$ cat src/rtl/inst_fetch_stage_pkg.sv
// rtl/inst_fetch_stage_pkg.sv - shared types and constants for the instruction fetch stage
package inst_fetch_stage_pkg;

    typedef enum logic [1:0] {
        S_REQ  = 2'd0,
        S_WAIT = 2'd1,
        S_FULL = 2'd2
    } if_state_e;

    localparam logic [31:0] RESET_PC_DEFAULT = 32'hBFC0_0000;
    localparam logic [1:0]  INST_SIZE_WORD   = 2'b10;

    function automatic logic [31:0] next_seq_pc(input logic [31:0] pc);
        return pc + 32'd4;
    endfunction

endpackage

$ cat src/rtl/inst_skid_buffer.sv
// rtl/inst_skid_buffer.sv - one-entry {pc,inst} holding register for words decode cannot take yet
module inst_skid_buffer (
    input  logic        clk,
    input  logic        resetn,
    input  logic        load,
    input  logic        unload,
    input  logic [31:0] load_pc,
    input  logic [31:0] load_inst,
    output logic        full,
    output logic [31:0] pc,
    output logic [31:0] inst
);

    always_ff @(posedge clk) begin
        if (!resetn) begin
            full <= 1'b0;
            pc   <= 32'd0;
            inst <= 32'd0;
        end else if (load) begin
            full <= 1'b1;
            pc   <= load_pc;
            inst <= load_inst;
        end else if (unload) begin
            full <= 1'b0;
        end
    end

endmodule

$ cat src/rtl/inst_fetch_stage.sv
// rtl/inst_fetch_stage.sv - PC owner, single-outstanding fetch FSM and delay-slot-aware redirect
module inst_fetch_stage
    import inst_fetch_stage_pkg::*;
#(
    parameter logic [31:0] RESET_PC = RESET_PC_DEFAULT
) (
    input  logic        clk,
    input  logic        resetn,
    output logic        inst_req,
    output logic        inst_wr,
    output logic [1:0]  inst_size,
    output logic [31:0] inst_addr,
    output logic [31:0] inst_wdata,
    input  logic        inst_addr_ok,
    input  logic        inst_data_ok,
    input  logic [31:0] inst_rdata,
    input  logic        id_allowin,
    input  logic        br_valid,
    input  logic [31:0] br_target,
    output logic        if_id_valid,
    output logic [31:0] if_id_pc,
    output logic [31:0] if_id_inst
);

    if_state_e   state;
    logic [31:0] pc;
    logic [31:0] req_pc;
    logic        redir_pending;
    logic [31:0] redir_target;

    logic        out_free;
    logic        skid_load;
    logic        skid_unload;
    logic        skid_full;
    logic [31:0] skid_pc;
    logic [31:0] skid_inst;

    assign inst_req   = resetn && (state == S_REQ);
    assign inst_wr    = 1'b0;
    assign inst_size  = INST_SIZE_WORD;
    assign inst_addr  = {pc[31:2], 2'b00};
    assign inst_wdata = 32'd0;

    // The output register can take a new word if it is empty or being consumed now.
    assign out_free    = !if_id_valid || id_allowin;
    assign skid_load   = (state == S_WAIT) && inst_data_ok && !out_free;
    assign skid_unload = (state == S_FULL) && skid_full && id_allowin;

    inst_skid_buffer u_skid (
        .clk       (clk),
        .resetn    (resetn),
        .load      (skid_load),
        .unload    (skid_unload),
        .load_pc   (req_pc),
        .load_inst (inst_rdata),
        .full      (skid_full),
        .pc        (skid_pc),
        .inst      (skid_inst)
    );

    always_ff @(posedge clk) begin
        if (!resetn) begin
            state         <= S_REQ;
            pc            <= RESET_PC;
            req_pc        <= RESET_PC;
            redir_pending <= 1'b0;
            redir_target  <= 32'd0;
            if_id_valid   <= 1'b0;
            if_id_pc      <= 32'd0;
            if_id_inst    <= 32'd0;
        end else begin
            if (if_id_valid && id_allowin) begin
                if_id_valid <= 1'b0;
            end
            case (state)
                S_REQ: begin
                    if (inst_addr_ok) begin
                        // The request accepted here is the delay slot whenever a redirect is due.
                        state         <= S_WAIT;
                        req_pc        <= pc;
                        redir_pending <= 1'b0;
                        if (br_valid) begin
                            pc <= br_target;
                        end else if (redir_pending) begin
                            pc <= redir_target;
                        end else begin
                            pc <= next_seq_pc(pc);
                        end
                    end else if (br_valid) begin
                        redir_pending <= 1'b1;
                        redir_target  <= br_target;
                    end
                end
                S_WAIT: begin
                    if (br_valid) begin
                        pc <= br_target;
                    end
                    if (inst_data_ok) begin
                        if (out_free) begin
                            if_id_valid <= 1'b1;
                            if_id_pc    <= req_pc;
                            if_id_inst  <= inst_rdata;
                            state       <= S_REQ;
                        end else begin
                            state <= S_FULL;
                        end
                    end
                end
                S_FULL: begin
                    if (br_valid) begin
                        pc <= br_target;
                    end
                    if (skid_unload) begin
                        if_id_valid <= 1'b1;
                        if_id_pc    <= skid_pc;
                        if_id_inst  <= skid_inst;
                        state       <= S_REQ;
                    end
                end
                default: state <= S_REQ;
            endcase
        end
    end

endmodule

$ cat config.mk
export PLATFORM = sky130hd
export DESIGN_NAME = inst_fetch_stage
export DESIGN_NICKNAME = d
export VERILOG_FILES = /design/src/rtl/inst_fetch_stage_pkg.sv /design/src/rtl/inst_skid_buffer.sv /design/src/rtl/inst_fetch_stage.sv
export SDC_FILE = /design/constraint.sdc
export NUM_CORES = 1
export LEC_CHECK = 0
export BUFFER_PORTS_ARGS = -buffer_cell sky130_fd_sc_hd__clkbuf_2
export CAP_MARGIN = 0
export CORE_ASPECT_RATIO = 0.6
export CORE_MARGIN = 5
export CORE_UTILIZATION = 42
export CTS_BUF_LIST = sky130_fd_sc_hd__clkbuf_16
export DETAILED_ROUTE_END_ITERATION = 7
export PLACE_DENSITY_LB_ADDON = 0.12
export SYNTH_ARGS = -nofsm -noshare
export SYNTH_HDL_FRONTEND = slang
export SYNTH_SLANG_ARGS = --single-unit
$ cat constraint.sdc
create_clock -name clk -period 3.1 [get_ports clk]
set_input_delay 0.31 -clock clk [delete_from_list [all_inputs] [get_ports clk]]
set_output_delay 0.31 -clock clk [all_outputs]
set_load 0.005 [all_outputs]
==> qor.yml <==
clocking:
  cts_root_buf: "clkbuf_16"
  cts_buffer_depth: 3
  cts.sinks: 229
  cts_tree: "done"
  clkLatencyLatePin_ns: 0.52
  h-tree-depth: 1
  path_clk_slew_ns: 0.07
  post_cts_resized: 0
  cts_buffers: 23
floorplan:
  rows: 44
  fp.dieW_um: 215
  ioPinCount: 203
  die_h_um: 133
  coreArea_sq_mm: 0.0244
  start_util: 0.432
  dieArea_sq_mm: 0.0285
place:
  gp_congestion: 0.817
  dp.cells: 1685
  port_buffers: 165
  place_hpwl_um: 19300
critical_path:
  worstSetupStartpoint: "state[0]"
  arrival_ns: 3.05
  worstRegToRegCells: 8
  cp-start-kind: "register"
  critPathRequiredTime_ns: 3.56
  crit-reg2reg-capture: "pc[12]"
  setup.worst_path.end: "pc[12]"
  cpPeakStageDelay_ns: 0.47
  critical_path.max_fanout: 21
  crit_chain: "inv_1 > ha_1 > mux2i_1 > or2_1 > buf_4 > buf_4 > a21oi_1 > a21oi_1"
  path_class: "register to register"
  cp_slowest_cell: "ha_1"
  rrSetupSlack_ns: 0.50
  setup.worst_path.end_class: "register"
  r2r-start: "state[0]"
synth:
  synthDistinctLibCells: 67
  synth.cell_area_sq_mm: 0.0106
  synth_warnings: 0
  synth_flop_cell: "dfxtp_1"
  synthCells: 1310
  synth_edf_count: 0
  synthArstFlopShare: 0
  avgSynthCellArea_sq_um: 8.06
  synth-seq-cells: 229
  ys_seq_area_frac: 0.434
cells_and_area:
  layout-drive-gt1-share: 0.178
  fin_nets: 1466
  area_growth_pct: 13.7
  final_cells: 1731
  final_common_cell: "nand2_1"
  layout_common_cells: "300 x nand2_1, 229 x dfxtp_1, 165 x clkbuf_2"
run_status:
  status: "completed"
drt:
  dr.pass1.iters: 5
  via_per_inst: 5.24
  drt-total-wl_um: 29000
  wl_per_cell_um: 16.8
  drt.antenna.violating_nets: 0
  via_count: 9064
  drt_iter0_drc: 548
  remaining_drc_errors: 0
timing:
  min_period_ns: 2.60
  fmax_mhz: 385
  slew_headroom: 0.437
  setup-violations-final: 0
  max_slew.worst_pin.slew_ns: 0.839
  finalHoldViolations: 0
  finalCritPeriodShare: 0.838
  skew_ns: 0.0208
  rsz0062_at_grt: "no"
  fin_tns_setup_ns: 0
  finalMaxSlewViolations: 0
power:
  powerDensity_mw_per_mm2: 606
  p_leak_nw: 4.55
  ir_drop_uv: 300
min_path:
  hold_path_class: "input port to register"
global_route:
  grt_usage: 0.197
  grt_pass1_wl_um: 47300
  grt_start_max_net_pins: 87
  first_global_vias: 8703
  antenna_found_initial: 2
  grt_overflow_total: 0
run:
  cap_violations: 0
area by class of cell:
type / instances / area [sq um]
fillers: 2460 / 12400
well taps: 322 / 403
flip-flops and latches: 229 / 4580
clock buffers: 23 / 576
clock inverters: 18 / 235
diodes: 1 / 2.50
repair buffers: 194 / 1090
multi-input cells: 932 / 5070
inverters: 12 / 50.0
cell usage after synthesis, types with 4 or more instances:
library cell    n  area [sq um]
nor2_1        102           383
mux2i_1        74           741
nand2_1       301          1130
a2bb2oi_1       6          52.6
o21ai_0        33           165
nand3_1        29           145
and3_1          6          37.5
nand2b_1        6          37.5
o211ai_1       18           135
o22ai_1         9          56.3
inv_1          11          41.3
dfxtp_1       229          4580
a21oi_1       159           796
buf_4          69           518
nor3_1          8          40.0
ha_1            4          50.1
buf_2          13          65.1
xor2_1          6          52.6
a211oi_1       70           526
and2_1          4          25.0
nand4_1         9          56.3
buf_1          12          45.0
clkbuf_1       68           255
sequential cells by signal (all words and copies together) (netlist names), 2 cells and up:
register,count
if_id_inst,32
u_skid.pc,32
pc,32
req_pc,32
if_id_pc,32
u_skid.inst,32
redir_target,32
state,2
power breakdown:
group          switching (W)  internal (W)  leakage, nW
combinational       0.000579      0.000381         2.26
sequential          0.000182       0.00312         1.87
clock                0.00123       0.00179        0.417
per-stage QoR:
step                power [W]  hold WS (ns)  worst slack (ns)   util  area [sq um]
CTS                   0.00736      0.000495             0.516  0.491         12000
finish                0.00728        0.0191             0.503  0.491         12000
floorplan             0.00403         0.431             0.993      -         10700
detailed placement    0.00433         0.445             0.540  0.456         11200
global route          0.00761       0.00323             0.243  0.491         12000
global placement      0.00431         0.437             0.598  0.456         11200
metal layers:
metal  track usage  vias up  share of wire
met5             0        -        0.00024
met4        0.0436        2          0.017
met3        0.0304       37          0.053
met2         0.303      218           0.43
met1         0.291     4229           0.50
li1              -     4578              -
worst max-delay path, delay by kind of cell (launching register included):
kind / cells / cell delay (ns)
AOI/OAI and AO/OA: 2 / 0.21
muxes: 1 / 0.40
buffers and inverters: 3 / 0.63
adders and majority gates: 1 / 0.47
DFF: 1 / 0.36
and+or+nand+nor: 1 / 0.46
how the worst min path moves through the flow:
stage                     slack [ns]                to  cells after the start             start
final                           0.02   u_skid.inst[21]                      3    inst_rdata[21]
after global routing           0.003   u_skid.inst[21]                      3    inst_rdata[21]
after CTS                     0.0005  redir_target[15]                      3     br_target[15]
after detailed placement        0.44  redir_target[16]                      2  redir_target[16]
after global placement          0.44   redir_target[7]                      2   redir_target[7]
after floorplan                 0.43  redir_target[10]                      2  redir_target[10]
timing repair:
action / 4_1_cts / 5_1_grt
endpoints found under the hold margin: 4 / 0
setup buffers: 0 / 0
hold buffers: 4 / 0
cell families (layout without fill, tap and decap cells):
logic type | count (synthesis) | in the layout | share of synthesized area
muxes | 75 | 75 | 0.0712
and+or+nand+nor | 491 | 491 | 0.200
adders and majority gates | 4 | 4 | 0.00474
buffers and inverters | 184 | 247 | 0.101
AOI/OAI and AO/OA | 318 | 318 | 0.182
xor gates and xnor gates | 7 | 7 | 0.00581
DFF | 229 | 229 | 0.434
other | 2 | 38 | 0.000711
Note: power is estimated with default switching activity, not from simulation.
